### src/rtl/vga_pkg.sv
// Shared VGA timing constants and helpers, also used by the frame-buffer reader and drawer.
package vga_pkg;

  localparam int unsigned CNT_W = 11;
  localparam int unsigned FC_W  = 8;

  localparam int unsigned H_ACTIVE_DEF = 640;
  localparam int unsigned H_FP_DEF     = 16;
  localparam int unsigned H_SYNC_DEF   = 96;
  localparam int unsigned H_BP_DEF     = 48;

  localparam int unsigned V_ACTIVE_DEF = 480;
  localparam int unsigned V_FP_DEF     = 10;
  localparam int unsigned V_SYNC_DEF   = 2;
  localparam int unsigned V_BP_DEF     = 33;

  function automatic int unsigned axis_total(input int unsigned act, input int unsigned fp,
                                             input int unsigned sync, input int unsigned bp);
    return act + fp + sync + bp;
  endfunction

  function automatic int unsigned sync_first(input int unsigned act, input int unsigned fp);
    return act + fp;
  endfunction

  function automatic int unsigned sync_last(input int unsigned act, input int unsigned fp,
                                            input int unsigned sync);
    return act + fp + sync - 1;
  endfunction

  localparam int unsigned H_TOTAL_DEF = axis_total(H_ACTIVE_DEF, H_FP_DEF, H_SYNC_DEF, H_BP_DEF);
  localparam int unsigned V_TOTAL_DEF = axis_total(V_ACTIVE_DEF, V_FP_DEF, V_SYNC_DEF, V_BP_DEF);

  // Restart marks the first cycle after reset, when the origin is re-entered.
  typedef enum logic {
    ST_RESTART = 1'b0,
    ST_RUN     = 1'b1
  } frame_state_t;

endpackage

### src/rtl/vga_axis_counter.sv
// One timing axis: wrapping position counter plus terminal, sync-window and active flags
// evaluated on the next-state count so the caller can register them aligned with the count.
module vga_axis_counter
  import vga_pkg::*;
#(
  parameter int unsigned TOTAL      = H_TOTAL_DEF,
  parameter int unsigned ACTIVE     = H_ACTIVE_DEF,
  parameter int unsigned SYNC_FIRST = sync_first(H_ACTIVE_DEF, H_FP_DEF),
  parameter int unsigned SYNC_LAST  = sync_last(H_ACTIVE_DEF, H_FP_DEF, H_SYNC_DEF)
) (
  input  logic             Clk,
  input  logic             Reset,
  input  logic             count_en,
  output logic [CNT_W-1:0] count,
  output logic             terminal_c,
  output logic             sync_win_c,
  output logic             active_c
);

  logic [CNT_W-1:0] count_next_c;

  // >= so an out-of-range value can never persist past one enabled edge
  assign terminal_c = (count >= CNT_W'(TOTAL - 1));

  always_comb begin
    count_next_c = count;
    if (count_en) begin
      count_next_c = terminal_c ? '0 : count + CNT_W'(1);
    end
  end

  assign sync_win_c = (count_next_c >= CNT_W'(SYNC_FIRST)) && (count_next_c <= CNT_W'(SYNC_LAST));
  assign active_c   = (count_next_c < CNT_W'(ACTIVE));

  always_ff @(posedge Clk) begin
    if (Reset) begin
      count <= '0;
    end else begin
      count <= count_next_c;
    end
  end

endmodule

### src/rtl/vga_timing_gen.sv
// VGA raster timing: half-rate pixel enable, column/row counters, registered syncs,
// video-on/blank, frame-start pulse and completed-frame counter.
module vga_timing_gen
  import vga_pkg::*;
#(
  parameter int unsigned H_ACTIVE = H_ACTIVE_DEF,
  parameter int unsigned H_FP     = H_FP_DEF,
  parameter int unsigned H_SYNC   = H_SYNC_DEF,
  parameter int unsigned H_BP     = H_BP_DEF,
  parameter int unsigned V_ACTIVE = V_ACTIVE_DEF,
  parameter int unsigned V_FP     = V_FP_DEF,
  parameter int unsigned V_SYNC   = V_SYNC_DEF,
  parameter int unsigned V_BP     = V_BP_DEF
) (
  input  logic             Clk,
  input  logic             Reset,
  output logic             PixelEn,
  output logic [CNT_W-1:0] Columna,
  output logic [CNT_W-1:0] Fila,
  output logic             Hsync,
  output logic             Vsync,
  output logic             VideoOn,
  output logic             VGA_blank,
  output logic             FrameStart,
  output logic [FC_W-1:0]  FrameCount
);

  localparam int unsigned H_TOTAL = axis_total(H_ACTIVE, H_FP, H_SYNC, H_BP);
  localparam int unsigned V_TOTAL = axis_total(V_ACTIVE, V_FP, V_SYNC, V_BP);

  frame_state_t state_q;
  frame_state_t state_d;

  logic h_term_c, h_sync_win_c, h_active_c;
  logic v_term_c, v_sync_win_c, v_active_c;
  logic line_end_c, frame_end_c, frame_start_d;

  assign line_end_c  = PixelEn & h_term_c;
  assign frame_end_c = line_end_c & v_term_c;

  vga_axis_counter #(
    .TOTAL      (H_TOTAL),
    .ACTIVE     (H_ACTIVE),
    .SYNC_FIRST (sync_first(H_ACTIVE, H_FP)),
    .SYNC_LAST  (sync_last(H_ACTIVE, H_FP, H_SYNC))
  ) u_h_axis (
    .Clk        (Clk),
    .Reset      (Reset),
    .count_en   (PixelEn),
    .count      (Columna),
    .terminal_c (h_term_c),
    .sync_win_c (h_sync_win_c),
    .active_c   (h_active_c)
  );

  vga_axis_counter #(
    .TOTAL      (V_TOTAL),
    .ACTIVE     (V_ACTIVE),
    .SYNC_FIRST (sync_first(V_ACTIVE, V_FP)),
    .SYNC_LAST  (sync_last(V_ACTIVE, V_FP, V_SYNC))
  ) u_v_axis (
    .Clk        (Clk),
    .Reset      (Reset),
    .count_en   (line_end_c),
    .count      (Fila),
    .terminal_c (v_term_c),
    .sync_win_c (v_sync_win_c),
    .active_c   (v_active_c)
  );

  // Frame start fires on a natural wrap or when leaving reset.
  always_comb begin
    state_d       = ST_RUN;
    frame_start_d = frame_end_c;
    case (state_q)
      ST_RESTART: frame_start_d = 1'b1;
      ST_RUN:     frame_start_d = frame_end_c;
      default:    state_d       = ST_RUN;
    endcase
  end

  always_ff @(posedge Clk) begin
    if (Reset) begin
      state_q <= ST_RESTART;
    end else begin
      state_q <= state_d;
    end
  end

  // Flags come from next-state counts, so they line up with Columna/Fila.
  always_ff @(posedge Clk) begin
    if (Reset) begin
      PixelEn    <= 1'b0;
      Hsync      <= 1'b1;
      Vsync      <= 1'b1;
      VideoOn    <= 1'b1;
      VGA_blank  <= 1'b1;
      FrameStart <= 1'b0;
      FrameCount <= '0;
    end else begin
      PixelEn    <= ~PixelEn;
      Hsync      <= ~h_sync_win_c;
      Vsync      <= ~v_sync_win_c;
      VideoOn    <= h_active_c & v_active_c;
      VGA_blank  <= h_active_c & v_active_c;
      FrameStart <= frame_start_d;
      if (frame_end_c) begin
        FrameCount <= FrameCount + FC_W'(1);
      end
    end
  end

endmodule

### config.mk
export PLATFORM = sky130hd
export DESIGN_NAME = vga_timing_gen
export DESIGN_NICKNAME = d
export VERILOG_FILES = /design/src/rtl/vga_pkg.sv /design/src/rtl/vga_axis_counter.sv /design/src/rtl/vga_timing_gen.sv
export SDC_FILE = /design/constraint.sdc
export NUM_CORES = 1
export LEC_CHECK = 0
export BUFFER_PORTS_ARGS = -buffer_cell sky130_fd_sc_hd__buf_2
export CORE_AREA = 2 2 64 66
export CTS_BUF_LIST = sky130_fd_sc_hd__clkbuf_4
export DETAILED_ROUTE_END_ITERATION = 8
export DIE_AREA = 0 0 66 68
export PLACE_DENSITY = 0.84
export SLEW_MARGIN = 30
export SYNTH_ARGS = -nofsm -noshare
export SYNTH_HDL_FRONTEND = slang
export SYNTH_SLANG_ARGS = --single-unit
### constraint.sdc
create_clock -name Clk -period 2.1 [get_ports Clk]
set_input_delay 0.42 -clock Clk [delete_from_list [all_inputs] [get_ports Clk]]
set_output_delay 0.42 -clock Clk [all_outputs]
set_load 0.01 [all_outputs]
# After elaboration in Yosys (flattened, before gate mapping)
# Index checks and enable logic that the tools add are counted.
[totals]
ff_bits = 36
latchBits = 0
ram_bits = 0
romBits = 0
in_bits = 2
out_inout_bits = 36
elab_cells = 35
mem_count = 0
[classes]
n_addsub = 3
n_mul = 0
n_div = 0
order_cmp = 8
eq_ne = 0
shift = 0
muxes = 6
n_bitwise = 7
n_reduce_logical = 2
[ops]
columns = ["op", "count"]
rows = [
  ["11-bit two-way mux", 4],
  ["11-bit by 10-bit >= comparator with 1-bit output (second input constant)", 3],
  ["11-bit by 1-bit adder with 11-bit output (second input constant)", 2],
  ["11-bit by 9-bit >= comparator with 1-bit output (second input constant)", 1],
  ["11-bit by 10-bit less-or-equal comparator with 1-bit output (second input constant)", 1],
  ["11-bit by 9-bit less-or-equal comparator with 1-bit output (second input constant)", 1],
  ["11-bit by 10-bit less-than comparator with 1-bit output (second input constant)", 1],
  ["11-bit by 9-bit less-than comparator with 1-bit output (second input constant)", 1],
  ["8-bit by 1-bit adder with 8-bit output (second input constant)", 1],
  ["1-bit NOT", 4],
  ["1-bit bitwise AND", 3],
  ["1-bit logical AND", 2],
  ["1-bit case mux with 2 select lines", 1],
  ["1-bit two-way mux", 1],
]

# Longest topological paths before layout
[logic_depth]
depth_word = 6
mapped_depth = 8
ltp_nobuf = 6

# Hierarchy
# From an unflattened synthesis, not the netlist that was laid out.
[unflattened]
cells_unflattened = 239
hier_area_um2 = 2064.5
[modules_own_cells]
columns = ["module", "n_inst", "cells_per_inst", "area_each_um2", "seq_area_each_um2"]
rows = [
  ["vga_axis_counter at u_v_axis", 1, 95, 793.3, 220.2],
  ["vga_axis_counter at u_h_axis", 1, 90, 744.5, 220.2],
  ["vga_timing_gen", 1, 54, 526.8, 280.3],
]

# Worst setup path after synthesis
# Ideal clock, no wire load.
[synth_path]
path_type = "reg2reg"
startpoint = "register u_h_axis.count[0]"
endpoint = "register Vsync"
setup_time_ns = 0.138
arrival_ns = 1.864
t_required_ns = 1.962
path_slack_ns = 0.097
stages_incl_launch_ff = 7
n_path_buf = 0
period_less_slack_ns = 2.003
path_cell_list = "dfxtp_1 ha_1 a21oi_1 o21a_4 or4_4 a221oi_2 o2111ai_1"
[synth_via]
elab_chain_len = 6
elab_cells_between_ends = 7
classes_between = "3 x order compare; 1 x mux; 2 x bitwise; 1 x reduce/logical"
[synth_rtl]
columns = ["element", "line", "source"]
rows = [
  ["start: declaration", "vga_axis_counter.sv:14", "output logic [CNT_W-1:0] count,"],
  ["start signal: assignment", "vga_axis_counter.sv:39", "count <= count_next_c;"],
  ["11-bit by 10-bit >= comparator with 1-bit output (*)", "vga_axis_counter.sv:23", "assign terminal_c = (count >= CNT_W'(TOTAL - 1));"],
  ["1-bit bitwise AND (*)", "vga_timing_gen.sv:38", "assign line_end_c = PixelEn & h_term_c;"],
  ["11-bit two-way mux (*)", "vga_axis_counter.sv:27", "if (count_en) begin"],
  ["11-bit by 9-bit >= comparator with 1-bit output / 11-bit by 9-bit less-or-equal comparator with 1-bit output (equally long branches)", "vga_axis_counter.sv:32", "assign sync_win_c = (count_next_c >= CNT_W'(SYNC_FIRST)) && (count_next_c <= CNT_W'(SYNC_LAST));"],
  ["1-bit logical AND (*)", "vga_axis_counter.sv:32", ""],
  ["1-bit NOT (*)", "vga_timing_gen.sv:103", "Vsync <= ~v_sync_win_c;"],
  ["end signal: assignment", "vga_timing_gen.sv:103", ""],
  ["end: declaration", "vga_timing_gen.sv:21", "output logic Vsync,"],
]
# Mark *: on every way between the ends. The rest lies on a longest branch, timed or not.
# A chain may end at the register's enable or synchronous reset.

# Final worst setup path
[layout_path]
startpoint = "register u_v_axis.count[2]"
endpoint = "register Vsync"
[layout_via]
elab_chain_len = 6
elab_cells_between_ends = 8
classes_between = "1 x add/sub; 3 x order compare; 2 x mux; 1 x bitwise; 1 x reduce/logical"
[layout_rtl]
columns = ["element", "line", "source"]
rows = [
  ["start: declaration", "vga_axis_counter.sv:14", ""],
  ["start signal: assignment", "vga_axis_counter.sv:39", ""],
  ["11-bit by 1-bit adder with 11-bit output / 11-bit by 10-bit >= comparator with 1-bit output (equally long branches)", "vga_axis_counter.sv:28, vga_axis_counter.sv:23", ""],
  ["11-bit two-way mux", "vga_axis_counter.sv:28", "count_next_c = terminal_c ? '0 : count + CNT_W'(1);"],
  ["11-bit two-way mux (*)", "vga_axis_counter.sv:27", ""],
  ["11-bit by 9-bit >= comparator with 1-bit output / 11-bit by 9-bit less-or-equal comparator with 1-bit output (equally long branches)", "vga_axis_counter.sv:32", ""],
  ["1-bit logical AND (*)", "vga_axis_counter.sv:32", ""],
  ["1-bit NOT (*)", "vga_timing_gen.sv:103", ""],
]
# Marks and branches as above.

==> impl_metrics.py <==
metrics = {
    "yosys": {
        "syn_nets": 236,
        "synth_seq_cells": 36,
        "synth_area_leaders": "dfxtp_1, nor2_1, xnor2_1, a21oi_1, clkbuf_8",
        "netlist_area_um2": 2040,
        "yosysMostFrequentCell": "dfxtp_1",
        "synth-edff-count": 0,
        "synth_top_area_share_pct": 35.3,
        "yosysSeqAreaShare_pct": 35.3,
        "synth_cells": 230,
        "synthArstFlopShare_pct": 0,
        "syn_avg_cell_area_um2": 8.87,
        "yosysWarnings": 0,
        "yosysUniqueCellTypes": 58,
        "synthTopCellsByCount": "dfxtp_1, nor2_1, a21oi_1, nand2_1",
        "synthFlopType": "dfxtp_1",
        "post-synth-top-area-cell": "dfxtp_1",
    },
    "worst_setup_path": {
        "reg2reg_slack_ns": 0.10,
        "r2r-end": "Vsync",
        "start_kind": "flop",
        "worstSetupEndpointType": "flop",
        "reg2regPathDepth": 5,
        "worst-path-max-fanout": 8,
        "cp_slowest_cell": "a211oi_1",
        "crit_type": "reg -> reg",
        "slowest_delay_ns": 0.42,
        "critical_path_arrival_ns": 2.21,
        "cp.required_ns": 2.32,
        "reg2reg_from": "u_v_axis.count[2]",
        "cp_cell_sequence": "a211oi_1 -> a21o_1 -> nand4_1 -> a221oi_2 -> o2111ai_1",
        "critPathLaunch": "u_v_axis.count[2]",
    },
    "clock_tree": {
        "cts.sinks": 36,
        "numCtsBuffers": 5,
        "cts_max_level": 2,
        "ctsResizeCount": 0,
        "root_buffer": "clkbuf_4",
        "clkTransAtPathRegs_ns": 0.11,
        "cts_tree": "yes",
        "cts_setup_buffers": 0,
        "insertion_delay_ns": 0.35,
        "clk_path_buf_depth": 2,
        "cts_hold_buf": 0,
    },
    "worst_hold_path": {
        "whs_path_depth": 2,
        "hold_path.class": "in -> reg",
        "whs_endpoint": "FrameCount[3]",
        "hold_start": "Reset",
    },
    "timing": {
        "maxSlewHeadroom_pct": 61.2,
        "tns_ns": 0,
        "fmax_mhz": 501,
        "drv_slew": 0,
        "setup_viol": 0,
        "final.setup_skew_ns": 0.00936,
        "rsz0062_at_grt": "no",
        "fin_crit_ns": 2.00,
        "finalCritPeriodShare_pct": 95.0,
        "hold_slack_ns": 0.371,
        "tightest_slew_ns": 0.578,
        "hold_violations": 0,
    },
    "place": {
        "portBuffers": 37,
        "gp_congestion": 0.903,
        "dp_cells": 323,
        "dp_hpwl_um": 3580,
    },
    "cells_and_area": {
        "instances_no_fill": 330,
        "antenna_cells": 0,
        "fillCellCount": 371,
        "nNetsFinal": 286,
        "drive_above_1_share_pct": 28.9,
        "area_growth_pct": 15.3,
    },
    "floorplanning": {
        "die_x_um": 66,
        "start_util_pct": 52.9,
        "core_um2": 3860,
        "dieHeight_um": 68,
        "ios": 38,
        "dieArea_um2": 4490,
        "rows": 23,
    },
    "drt": {
        "vias_per_cell": 5.98,
        "vias": 1972,
        "drc": 0,
        "drt_iter0_drc": 166,
        "wl_per_cell_um": 14.5,
        "firstDrtPassIters": 4,
        "ant_nets": 0,
        "wirelength_um": 4780,
    },
    "global_routing": {
        "grt_pass1_vias": 1764,
        "track_usage_pct": 23.1,
        "grt_antenna_before_repair": 0,
        "overflow": 0,
        "grt_first_pass_wirelength_um": 7930,
        "grt_max_degree": 14,
    },
    "run_status": {
        "status": "completed",
    },
    "pwr": {
        "p_leak_nw": 0.956,
        "ir_drop_v": 0.000360,
        "power_density_nw_per_um2": 470,
    },
    "run": {
        "maxCapViolations": 0,
    },
}
## layer usage
| layer | share of wire, % | up-vias | global-route usage (%) |
|---|---|---|---|
| met5 | 0 | - | 0 |
| met2 | 48 | 72 | 39.0 |
| li1 | - | 938 | - |
| met4 | 1.8 | 0 | 9.18 |
| met3 | 6.2 | 14 | 6.09 |
| met1 | 44 | 948 | 28.1 |
## worst max-delay path by stage
stage / endpoint / cells after the start / slack, ns
6_report: Vsync / 5 / 0.10
5_1_grt: Vsync / 5 / 0.01
4_1_cts: Vsync / 6 / 0.08
3_5_place_dp: Vsync / 6 / 0.08
3_3_place_gp: Vsync / 6 / 0.13
2_1_floorplan: Vsync / 6 / 0.1
## where the power goes
part	leakage [nW]	internal [mW]	switching, mW
combinational	0.637	0.0257	0.0381
clock	0.0261	0.117	0.224
sequential	0.293	0.692	0.00891
## cells by family (layout without fill, tap and decap cells)
| family | Yosys count | count (layout) | synth area share, % |
|---|---|---|---|
| xor gates and xnor gates | 14 | 14 | 6.01 |
| AOI/OAI and AO/OA | 54 | 54 | 18.7 |
| DFF | 36 | 36 | 35.3 |
| buffers and inverters | 19 | 69 | 7.06 |
| and+or+nand+nor | 99 | 99 | 28.4 |
| adders and majority gates | 4 | 4 | 2.45 |
| muxes | 4 | 4 | 2.09 |
## cells in the final DEF (no fill, tap or decap), types with 3 or more instances in the layout
cell      synthesis  layout
o21ai_0           9       9
inv_1             8       8
buf_4             1      17
o21ai_1           3       3
nor3_1            6       6
dfxtp_2           0       3
a21oi_1          14      14
dfxtp_1          36      33
nand2_1          14      14
nor2_1           28      28
and3_1            4       3
o31ai_1           3       3
nand4_1           8       8
nand3_1          12      12
ha_1              4       4
nor2b_1           5       5
buf_2             1      37
o211ai_1          5       5
nor4_1            4       4
clkbuf_4          0       5
xnor2_1          12      12
## per-stage QoR
stage	setup slack [ns]	cell area, µm²	power, mW	util (%)
4_1_cts	0.0761	2350	1.11	60.8
5_1_grt	0.0107	2350	1.15	61.0
3_3_place_gp	0.125	2300	0.777	59.7
3_5_place_dp	0.0844	2300	0.779	59.7
2_1_floorplan	0.0973	2040	0.755	-
6_report	0.105	2350	1.11	61.0
## state kept, by name (all words and copies together), names as in the netlist
signal and count:
VGA_blank 1, FrameCount 8, state_q 1, u_v_axis.count 11, Vsync 1, u_h_axis.count 11, Hsync 1, PixelEn 1
FrameStart 1
## cell type report
cell class / count / area, µm² / area share, %
multi-input combinational: 175 / 1180 / 50.0
sequential: 36 / 724 / 30.8
timing repair buffer: 54 / 313 / 13.3
tap: 50 / 62.6 / 2.66
clock buffer: 5 / 37.5 / 1.60
inverter: 8 / 30.0 / 1.28
clock inverter: 2 / 7.51 / 0.319
## critical path, delay by kind of cell (launching register included)
kind | cells | cell delay [ns]
DFF | 1 | 0.38
AOI/OAI and AO/OA | 4 | 1.29
and+or+nand+nor | 1 | 0.20
Note: power is estimated with default switching activity, not from simulation.
